--- config.mk ---
export PLATFORM = sky130hd
export DESIGN_NAME = stopwatch_cmd_gen
export DESIGN_NICKNAME = d
export VERILOG_FILES = /design/src/rtl/stopwatch_cmd_gen_pkg.sv /design/src/rtl/stopwatch_cmd_gen_btn_debounce.sv /design/src/rtl/stopwatch_cmd_gen.sv
export SDC_FILE = /design/constraint.sdc
export NUM_CORES = 1
export LEC_CHECK = 0
export CORE_ASPECT_RATIO = 1.2
export CORE_MARGIN = 3
export CORE_UTILIZATION = 60
export DETAILED_ROUTE_END_ITERATION = 16
export GPL_TIMING_DRIVEN = 0
export PLACE_DENSITY = 0.91
export SLEW_MARGIN = 10
export SYNTH_ARGS = -nofsm -noshare
export SYNTH_HDL_FRONTEND = slang
export SYNTH_SLANG_ARGS = --single-unit
--- constraint.sdc ---
create_clock -name clk -period 5.1 [get_ports clk]
set_clock_uncertainty 0.15 [all_clocks]
set_input_delay 1.275 -clock clk [delete_from_list [all_inputs] [get_ports clk]]
set_output_delay 1.275 -clock clk [all_outputs]
set_load 0.005 [all_outputs]
--- src/rtl/stopwatch_cmd_gen_pkg.sv ---
// Shared stopwatch encodings: status values
// reported by the control FSM and command FSM states.
package stopwatch_cmd_gen_pkg;

  typedef enum logic [1:0] {
    ST_IDLE    = 2'b00,
    ST_RUNNING = 2'b01,
    ST_PAUSED  = 2'b10
  } sw_status_e;

  typedef enum logic {
    CMD_IDLE = 1'b0,
    CMD_WAIT = 1'b1
  } cmd_state_e;

endpackage

--- src/rtl/stopwatch_cmd_gen_btn_debounce.sv ---
// Button conditioning: 2-flop synchronizer,
// stable-level debounce and rising-edge press pulse.
module btn_debounce #(
  parameter int DEBOUNCE_CYCLES = 500000
) (
  input  logic clk,
  input  logic rst,
  input  logic btn,
  output logic level,
  output logic press_pulse
);

  localparam int CW = $clog2(DEBOUNCE_CYCLES + 1);
  localparam logic [CW-1:0] LAST = CW'(DEBOUNCE_CYCLES - 1);

  logic [1:0]    sync;
  logic [CW-1:0] cnt;

  always_ff @(posedge clk) begin
    if (rst) begin
      sync        <= '0;
      cnt         <= '0;
      level       <= 1'b0;
      press_pulse <= 1'b0;
    end else begin
      sync        <= {sync[0], btn};
      press_pulse <= 1'b0;
      if (sync[1] == level) begin
        cnt <= '0;
      end else if (cnt == LAST) begin
        // pulse lands in the same cycle the level flips
        level       <= sync[1];
        press_pulse <= sync[1];
        cnt         <= '0;
      end else begin
        cnt <= cnt + 1'b1;
      end
    end
  end

endmodule

--- src/rtl/stopwatch_cmd_gen.sv ---
// Turns debounced start/stop and reset buttons into
// one-cycle stopwatch commands with status acknowledge.
module stopwatch_cmd_gen
  import stopwatch_cmd_gen_pkg::*;
#(
  parameter int DEBOUNCE_CYCLES = 500000,
  parameter int ACK_TIMEOUT     = 4
) (
  input  logic       clk,
  input  logic       rst,
  input  logic       btn_startstop,
  input  logic       btn_reset,
  input  logic [1:0] status,
  output logic       start,
  output logic       stop,
  output logic       reset,
  output logic       cmd_busy,
  output logic       err_timeout
);

  localparam int WW = $clog2(ACK_TIMEOUT + 1);
  localparam logic [WW-1:0] WLAST = WW'(ACK_TIMEOUT - 1);

  logic ss_level, ss_pulse;
  logic rb_level, rb_pulse;

  btn_debounce #(.DEBOUNCE_CYCLES(DEBOUNCE_CYCLES)) u_ss (
    .clk        (clk),
    .rst        (rst),
    .btn        (btn_startstop),
    .level      (ss_level),
    .press_pulse(ss_pulse)
  );

  btn_debounce #(.DEBOUNCE_CYCLES(DEBOUNCE_CYCLES)) u_rb (
    .clk        (clk),
    .rst        (rst),
    .btn        (btn_reset),
    .level      (rb_level),
    .press_pulse(rb_pulse)
  );

  cmd_state_e    state;
  sw_status_e    exp_st;
  logic [WW-1:0] wcnt;

  logic rb_press, ss_press;
  logic do_rst, do_issue, do_ack, do_tmo, do_wait;

  always_comb begin
    rb_press = rb_pulse & rb_level;
    ss_press = ss_pulse & ss_level;
    do_rst   = rb_press;
    do_issue = 1'b0;
    do_ack   = 1'b0;
    do_tmo   = 1'b0;
    do_wait  = 1'b0;
    if (!rb_press) begin
      if (state == CMD_IDLE) begin
        do_issue = ss_press;
      end else if (status == exp_st) begin
        do_ack = 1'b1;
      end else if (wcnt == WLAST) begin
        do_tmo = 1'b1;
      end else begin
        do_wait = 1'b1;
      end
    end
  end

  always_ff @(posedge clk) begin
    if (rst) begin
      state       <= CMD_IDLE;
      exp_st      <= ST_IDLE;
      wcnt        <= '0;
      start       <= 1'b0;
      stop        <= 1'b0;
      reset       <= 1'b0;
      cmd_busy    <= 1'b0;
      err_timeout <= 1'b0;
    end else begin
      start <= 1'b0;
      stop  <= 1'b0;
      reset <= 1'b0;
      unique case (1'b1)
        do_rst: begin
          reset       <= 1'b1;
          cmd_busy    <= 1'b0;
          err_timeout <= 1'b0;
          state       <= CMD_IDLE;
        end
        do_issue: begin
          if (status == ST_RUNNING) begin
            stop   <= 1'b1;
            exp_st <= ST_PAUSED;
          end else begin
            start  <= 1'b1;
            exp_st <= ST_RUNNING;
          end
          wcnt     <= '0;
          cmd_busy <= 1'b1;
          state    <= CMD_WAIT;
        end
        do_ack: begin
          cmd_busy <= 1'b0;
          state    <= CMD_IDLE;
        end
        do_tmo: begin
          cmd_busy    <= 1'b0;
          err_timeout <= 1'b1;
          state       <= CMD_IDLE;
        end
        do_wait: begin
          wcnt <= wcnt + 1'b1;
        end
        default: ;
      endcase
    end
  end

endmodule

==> impl_metrics.json, run 1 <==
{
  "critPathArrivalTime_ns": 2.78,
  "timing.setup.tns_ns": 0,
  "synth_edf_count": 0,
  "worst_ep_required_time_ns": 5.14,
  "drt_wl_total_um": 4840,
  "rsz0062_at_grt": "no",
  "postSynthRegisterBits": 56,
  "hold_start": "u_ss.sync[0]",
  "grt_usage_pct": 22.0,
  "holdPathEnd": "u_ss.sync[1]",
  "slowest_stage": "clkdlybuf4s50_1",
  "cp_max_fo": 10,
  "hold_buffers": 0,
  "io_buffers": 10,
  "critPathMaxStageDelay_ns": 0.61,
  "antenna_found_initial": 0,
  "path_class": "input pin to register",
  "final_util_pct": 71.1,
  "final_area_mm2": 0.00267,
  "ant_nets": 0,
  "cts.repair.resized": 0,
  "synth_nets": 280,
  "holdCritPathClass": "register to register",
  "dr.pass1.iters": 4,
  "vias": 1991,
  "cp-end-kind": "register",
  "reg2reg_depth": 6,
  "r2r_end": "u_rb.cnt[7]",
  "yosysSeqAreaShare_pct": 46.5,
  "drcViolationCount": 0,
  "fin_total_pwr_mw": 0.701,
  "slew_headroom_pct": 58.9,
  "dp_hpwl_um": 3480,
  "synthTopCellsByCount": "56 x dfxtp_1, 40 x nor2_1, 24 x xnor2_1, 16 x nand3_1, 14 x nor4_1",
  "grt_max_degree": 19,
  "path_cells": "clkdlybuf4s50_1 -> nor2_1 -> o21ai_1 -> clkbuf_1 -> nor2_1",
  "cts_setup_buffers": 0,
  "cts_max_level": 2,
  "outcome": "complete, no violations",
  "maxSlewViolCount": 0,
  "post-synth-top-count-cell": "dfxtp_1",
  "finalSetupViolCount": 0,
  "synth_area_leaders": "dfxtp_1 46%, xnor2_1 8.7%, nor2_1 6.2%, nor4_1 3.6%, nand3_1 3.3%",
  "p_leak_nw": 0.806,
  "die_h_um": 75.4,
  "regArea_mm2": 0.00112,
  "cts_tree": "yes",
  "layout_min_cycle_time_ns": 2.74,
  "irDropWorstVdd_mv": 0.187,
  "overflow": 0,
  "yosys.area.top_type": "dfxtp_1",
  "final_nets": 297,
  "rr_startpoint": "u_rb.cnt[0]",
  "wire_per_inst_um": 14.2,
  "area_growth_pct": 10.6,
  "cts_made_buffers": 5,
  "cts.sinks": 56,
  "grt_pass1_vias": 1874,
  "synthDistinctLibCells": 34,
  "finalCritPeriodShare_pct": 53.8,
  "die_w_um": 63.9,
  "place_area_mm2": 0.00258,
  "worst_slew_pin_slew_ns": 0.611,
  "grt_pass1_wl_um": 8350,
  "multi_input_area_mm2": 0.00123,
  "core_area_mm2": 0.00375,
  "drtIter0Drc": 164,
  "drive_gt1_share_pct": 3.82,
  "die_area_mm2": 0.00482,
  "gp_congestion": 0.854,
  "viasPerCell": 5.86,
  "synth_warnings": 0,
  "start_util_pct": 64.2,
  "diodes": 0,
  "clock_latency_ns": 0.32,
  "netlist_instances": 270,
  "layout_setup_ws_ns": 2.36,
  "cp_common_cell": "nor2_1",
  "reg2reg_setup_slack_ns": 2.80,
  "root_buffer": "clkbuf_8",
  "max_cap_viol_count": 0,
  "cts.clk_slew.worst_paths_ns": 0.11,
  "worstSetupStartpointType": "input pin",
  "fp-row-count": 24,
  "finalHoldViolCount": 0,
  "n_fill_cell": 283,
  "synthArstFlopShare_pct": 0,
  "synth_ff_type": "dfxtp_1",
  "powerDensity_mw_per_mm2": 263,
  "dp_slack_ns": 2.01,
  "clock_path_buffers": 2,
  "max_freq_mhz": 365,
  "ios": 11,
  "postSynthAreaPerCell_um2": 8.93,
  "synth_top_area_share_pct": 46.5,
  "holdPathStages": 1,
  "synth_area_mm2": 0.00241
}
==> flip-flops by register name, summed over array words and instances (netlist names) <==
register	flops
err_timeout	1
exp_st	2
reset	1
start	1
state	1
stop	1
u_rb.cnt	19
u_rb.level	1
u_rb.press_pulse	1
u_rb.sync	2
u_ss.cnt	19
u_ss.level	1
u_ss.press_pulse	1
u_ss.sync	2
wcnt	3
==> final cells by class <==
type                       count  area share [%]
multi-input combinational    198            46.0
sequential                    56            42.0
timing repair buffer          10            3.75
clock buffer                   5            2.58
tap                           52            2.44
inverter                      10            1.41
buffer                         6           0.938
clock inverter                 3           0.844
==> through the flow <==
| stage | std cells | hold slack (ns) |
|---|---|---|
| after floorplan | 270 | 0.264 |
| after global placement | 332 | 0.278 |
| after detailed placement | 332 | 0.282 |
| after CTS | 340 | 0.309 |
| after global routing | 340 | 0.314 |
| final | 340 | 0.299 |
==> cell families (layout without fill, tap and decap cells) <==
logic type | count (synthesis) | count (layout) | synth area share, %
xor+xnor | 32 | 32 | 11.6
flops | 56 | 56 | 46.5
simple gates | 133 | 133 | 29.5
fa+ha+maj | 4 | 4 | 2.08
buf+inv | 16 | 34 | 2.59
compound gates | 29 | 29 | 7.68
==> where the power goes <==
group / internal (mW) / switching [mW] / total (mW) / leakage [nW]
Clock: 0.0987 / 0.148 / 0.247 / 0.0485
Combinational: 0.00642 / 0.00834 / 0.0148 / 0.305
Sequential: 0.439 / 0.00120 / 0.440 / 0.452
==> routing by layer <==
layer  wire length [µm]  global-route usage (%)
met1               2060                    25.0
met2               2490                    40.3
met3                171                    4.87
met4                108                    9.11
met5                  0                       0
==> placed cells by master, fill, tap and decap left out, types with 2 or more instances in the layout <==
cell and instances:
dfxtp_1 56, nor2_1 40, xnor2_1 24, nand3_1 16, nor4_1 14, nand2_1 12
inv_1 10, nand4_1 10, nor3_1 10, clkdlybuf4s50_1 10, a21oi_1 9, xor2_1 8
nor2b_1 7, and3_1 6, o21ai_0 5, clkbuf_8 5, clkbuf_1 4, or3_1 4
o31ai_1 4, ha_1 4, or4_1 3, nand4b_1 3, nor4bb_1 2, a211oi_1 2
buf_2 2, nor3b_1 2, o21ai_1 2, o211ai_1 2, o41ai_1 2
==> worst max-delay path by stage <==
stage               startpoint           end  slack [ns]
floorplan            status[0]       wcnt[2]        2.76
global placement           rst  u_ss.cnt[14]        2.04
detailed placement         rst   u_ss.cnt[9]        2.01
CTS                        rst  u_ss.cnt[14]        2.36
global route               rst  u_ss.cnt[12]        2.19
finish                     rst  u_ss.cnt[14]        2.36
==> critical path, delay by kind of cell <==
family / cells / cell delay (ns)
AOI/OAI and AO/OA: 1 / 0.30
buffers and inverters: 2 / 1.00
and+or+nand+nor: 2 / 0.21
Note: power is estimated with default switching activity, not from simulation.
==> inputs of run 2 (changes only) <==
Settings changed: CORE_UTILIZATION 60 to 53, PLACE_DENSITY 0.91 to 0.86.
Clock period 5.1 ns to 2.4 ns, I/O delays scaled along.
==> impl_metrics.json, run 2 (synthesis gave the netlist of run 1 again) <==
{
  "p_leak_nw": 0.806,
  "fp-row-count": 26,
  "viasPerCell": 5.72,
  "overflow": 0,
  "cts_setup_buffers": 0,
  "outcome": "complete, no violations",
  "critPathMaxStageDelay_ns": 0.46,
  "die_area_mm2": 0.00540,
  "clock_latency_ns": 0.31,
  "holdPathStages": 1,
  "die_h_um": 79.9,
  "rsz0062_at_grt": "no",
  "cp_max_fo": 10,
  "final_common_cell": "dfxtp_1",
  "slowest_stage": "nor4bb_1",
  "holdCritPathClass": "register to register",
  "finalCritPeriodShare_pct": 87.9,
  "drtIter0Drc": 88,
  "cts_made_buffers": 5,
  "cts.sinks": 56,
  "drt_wl_total_um": 4660,
  "dp_slack_ns": -0.0575,
  "ant_nets": 0,
  "area_growth_pct": 11.6,
  "worstSetupStartpointType": "register",
  "root_buffer": "clkbuf_8",
  "antenna_found_initial": 0,
  "critical-path-top-delay-family": "simple AND/OR/NAND/NOR gates",
  "cts_tree": "yes",
  "grt_pass1_vias": 1858,
  "final_area_mm2": 0.00269,
  "start_util_pct": 55.7,
  "dp_hpwl_um": 3360,
  "worst_ep_required_time_ns": 2.45,
  "path_class": "register to register",
  "vias": 1967,
  "clock_path_buffers": 2,
  "die_w_um": 67.6,
  "reg2reg_depth": 5,
  "reg_top3": "u_rb.cnt (19), u_ss.cnt (19), wcnt (3)",
  "n_fill_cell": 355,
  "fin_total_pwr_mw": 1.50,
  "cp-end-kind": "register",
  "finalSetupViolCount": 0,
  "gp_congestion": 0.829,
  "critPathArrivalTime_ns": 2.16,
  "max_freq_mhz": 474,
  "path_depth": 5,
  "grt_pass1_wl_um": 7850,
  "grt_max_degree": 20,
  "layout_min_cycle_time_ns": 2.11,
  "cts.clk_slew.worst_paths_ns": 0.11,
  "layout_setup_ws_ns": 0.291,
  "diodes": 0,
  "worst_slew_pin_slew_ns": 0.565,
  "path_cells": "nor4bb_1 -> nand4_1 -> o21ai_2 -> buf_2 -> nor2_1",
  "crit_buf_inv": 1,
  "core_area_mm2": 0.00433,
  "most-common-layout-cells": "56 x dfxtp_1, 40 x nor2_1, 24 x xnor2_1",
  "slew_headroom_pct": 62.0,
  "wire_per_inst_um": 13.6,
  "max_cap_viol_count": 0,
  "powerDensity_mw_per_mm2": 556,
  "cts_max_level": 2,
  "place_area_mm2": 0.00258,
  "dr.pass1.iters": 4,
  "drcViolationCount": 0,
  "irDropWorstVdd_mv": 0.380,
  "ios": 11,
  "final_nets": 297,
  "finalHoldViolCount": 0,
  "drive_gt1_share_pct": 5.21,
  "maxSlewViolCount": 0,
  "grt_usage_pct": 18.9,
  "io_buffers": 10
}
==> run 2: area by class of cell <==
| class | count | area (µm²) | area share, % |
|---|---|---|---|
| Tap cell | 56 | 70.1 | 2.60 |
| Clock buffer | 5 | 68.8 | 2.56 |
| Inverter | 10 | 37.5 | 1.40 |
| Sequential cell | 56 | 1120 | 41.7 |
| Clock inverter | 3 | 25.0 | 0.930 |
| Buffer | 6 | 26.3 | 0.977 |
| Multi-Input combinational cell | 198 | 1240 | 46.1 |
| Timing Repair Buffer | 10 | 100 | 3.72 |
==> run 2: worst paths after layout <==
check / start / endpoint / slack [ns]
max reg2reg: u_rb.cnt[8] / u_rb.cnt[11] / 0.29
min reg2reg: u_ss.sync[0] / u_ss.sync[1] / 0.30
max: u_rb.cnt[8] / u_rb.cnt[11] / 0.29
min: u_ss.sync[0] / u_ss.sync[1] / 0.30
==> run 2: per-stage QoR <==
stage	setup TNS (ns)	hold slack, ns	cells	utilization (%)
final	0	0.302	344	62.2
after global routing	0	0.319	344	62.2
after CTS	0	0.310	344	61.9
after detailed placement	-0.257	0.277	336	59.7
after global placement	-0.0675	0.277	336	59.7
after floorplan	0	0.264	270	-
==> run 2: repair_timing <==
action                                  in CTS  in global routing
gates resized for setup                      1                  4
endpoints found under the setup margin      10                 20
hold buffers                                 0                  0
gates cloned                                 0                  0
==> run 2: routing by layer <==
layer / wire (µm) / GRT usage, % / vias up / share of wire (%)
li1: - / - / 1005 / -
met1: 2000 / 19.9 / 925 / 43
met2: 2440 / 35.1 / 25 / 52
met3: 100 / 3.94 / 12 / 2.1
met4: 125 / 7.91 / 0 / 2.7
met5: 0 / 0 / - / 0
==> run 2: power by group <==
group,switching (mW),internal (mW),leakage [nW],total (mW)
clock network,0.314,0.213,0.0452,0.527
logic,0.0190,0.0139,0.309,0.0330
registers,0.00269,0.933,0.452,0.935
total,0.336,1.16,0.806,1.50
==> inputs of run 3 (changes only) <==
Settings changed: CORE_UTILIZATION 53 to 54, PLACE_DENSITY 0.86 to 0.87, SYNTH_HIERARCHICAL from default to 1.
==> impl_metrics.json, run 3 <==
{
  "clock_latency_ns": 0.31,
  "ant_nets": 0,
  "antenna_found_initial": 0,
  "cp-end-kind": "register",
  "hold_start": "u_ss/sync[0]",
  "worst_ep_required_time_ns": 2.45,
  "drt_wl_total_um": 4580,
  "dr.pass1.iters": 4,
  "most-common-layout-cells": "56 x dfxtp_1, 39 x nor2_1, 20 x xnor2_1",
  "final_nets": 305,
  "fin_total_pwr_mw": 1.49,
  "postSynthRegisterBits": 56,
  "area_growth_pct": 10.2,
  "rsz0062_at_grt": "no",
  "clkPwrFrac_pct": 34.8,
  "hold_buffers": 0,
  "holdPathEnd": "u_ss/sync[1]",
  "clock_path_buffers": 2,
  "path_cells": "or4_4 -> or4_4 -> o21ai_4 -> buf_6 -> nor2_1",
  "finalCritPeriodShare_pct": 95.3,
  "final_common_cell": "dfxtp_1",
  "dp_slack_ns": 0.00171,
  "synth_ff_type": "dfxtp_1",
  "critPathArrivalTime_ns": 2.34,
  "synthTopCellsByCount": "56 x dfxtp_1, 39 x nor2_1, 20 x xnor2_1, 15 x nand3_1",
  "synth_edf_count": 0,
  "p_int_mw": 1.16,
  "n_fill_cell": 375,
  "gp_congestion": 0.887,
  "rr_startpoint": "u_rb/cnt[12]",
  "grt_max_degree": 19,
  "critical-path-top-delay-family": "simple AND/OR/NAND/NOR gates",
  "outcome": "complete, no violations",
  "finalHoldViolCount": 0,
  "start_util_pct": 57.9,
  "synthDistinctLibCells": 41,
  "vias": 1996,
  "die_h_um": 81.5,
  "irDropWorstVdd_mv": 0.282,
  "diodes": 0,
  "synth_warnings": 6,
  "max_cap_viol_count": 0,
  "cts.sinks": 56,
  "cts_max_level": 2,
  "critPathMaxStageDelay_ns": 0.57,
  "drive_gt1_share_pct": 9.80,
  "drtIter0Drc": 140,
  "slowest_stage": "or4_4",
  "ios": 11,
  "die_area_mm2": 0.00561,
  "p_leak_nw": 0.853,
  "reg2reg_depth": 5,
  "postSynthAreaPerCell_um2": 9.22,
  "netlist_instances": 278,
  "core_area_mm2": 0.00442,
  "combPwrFrac_pct": 2.3,
  "dp_hpwl_um": 3390,
  "overflow": 0,
  "path_class": "register to register",
  "cp_max_fo": 10,
  "holdPathStages": 1,
  "cts_setup_buffers": 0,
  "slew_headroom_pct": 68.0,
  "pwr-share-seq_pct": 62.9,
  "io_buffers": 10,
  "finalSetupViolCount": 0,
  "drcViolationCount": 0,
  "cts_made_buffers": 5,
  "crit_buf_inv": 1,
  "wire_per_inst_um": 13.0,
  "die_w_um": 68.9,
  "reg2reg_setup_slack_ns": 0.11,
  "holdCritPathClass": "register to register",
  "reg_top3": "u_rb/cnt (19), u_ss/cnt (19), wcnt (3)",
  "post-synth-top-count-cell": "dfxtp_1",
  "root_buffer": "clkbuf_8",
  "r2r_end": "u_rb/cnt[3]",
  "final_util_pct": 63.9,
  "cp_common_cell": "or4_4",
  "synth_nets": 288,
  "maxSlewViolCount": 0,
  "synth_top_area_share_pct": 43.7,
  "layout_min_cycle_time_ns": 2.29,
  "sw_frac_of_total_pct": 22.3,
  "power.switching_mw": 0.332,
  "cts.repair.resized": 0,
  "cts_tree": "yes",
  "worst_slew_pin_slew_ns": 0.479,
  "synthArstFlopShare_pct": 0,
  "cts.clk_slew.worst_paths_ns": 0.11,
  "yosysSeqAreaShare_pct": 43.7,
  "layout_setup_ws_ns": 0.113,
  "synth_area_mm2": 0.00256,
  "yosys.area.top_type": "dfxtp_1",
  "viasPerCell": 5.67,
  "max_freq_mhz": 437,
  "timing.setup.tns_ns": 0,
  "grt_pass1_vias": 1887,
  "fp-row-count": 26,
  "grt_usage_pct": 18.5,
  "worstSetupStartpointType": "register",
  "synth_area_leaders": "dfxtp_1 44%, xnor2_1 6.8%, nor2_1 5.7%, xor2_1 3.1%, nand3_1 2.9%",
  "powerDensity_mw_per_mm2": 526,
  "grt_pass1_wl_um": 7910
}
-- run 3: area by class of cell --
class                           count  area [µm²]  area share, %
Timing Repair Buffer               10         100           3.54
Tap cell                           56        70.1           2.48
Buffer                              3        26.3          0.930
Clock buffer                        5        68.8           2.43
Multi-Input combinational cell    210        1380           48.9
Clock inverter                      3        23.8          0.841
Sequential cell                    56        1120           39.7
Inverter                            9        33.8           1.20
-- run 3: stage by stage --
step	area (µm²)	cells	hold slack, ns
after floorplan	2560	278	0.264
after global placement	2730	344	0.269
after detailed placement	2730	344	0.274
after CTS	2830	352	0.297
after global routing	2830	352	0.309
final	2830	352	0.293
-- run 3: how the worst max path moves through the flow --
stage / start / end / slack, ns / cells after the start
6_report: u_rb/cnt[12] / u_rb/cnt[3] / 0.11 / 5
2_1_floorplan: u_rb/cnt[14] / u_rb/cnt[10] / 0.33 / 5
3_3_place_gp: rst / wcnt[2] / 0.06 / 4
4_1_cts: u_rb/cnt[12] / u_rb/cnt[3] / 0.10 / 5
3_5_place_dp: rst / wcnt[2] / 0.002 / 4
5_1_grt: u_rb/cnt[12] / u_rb/cnt[3] / 0.008 / 5
-- run 3: power by group through the flow --
stage,logic (mW),clock network (mW),registers [mW]
after floorplan,0.0177,0,0.956
after global placement,0.0334,0,0.956
after detailed placement,0.0344,0,0.957
after CTS,0.0345,0.539,0.935
after global routing,0.0378,0.574,0.936
final,0.0344,0.518,0.935
-- run 3: cell families (layout without fill, tap and decap cells) --
group	after synthesis	count (layout)	share of synthesized area, %
AO/OA/AOI/OAI	31	31	8.05
XOR/XNOR	30	30	10.5
adder cells (fa/ha/maj)	4	4	1.95
buffers and inverters	12	30	2.34
flip-flops	56	56	43.7
multiplexers	3	3	1.56
AND/OR/NAND/NOR	142	142	31.8
-- run 3: metal layers --
layer	global-route usage [%]	vias up	wire, µm
li1	-	1019	-
met1	21.5	946	2050
met2	32.7	25	2330
met3	4.24	6	142
met4	6.24	0	57
met5	0	-	0
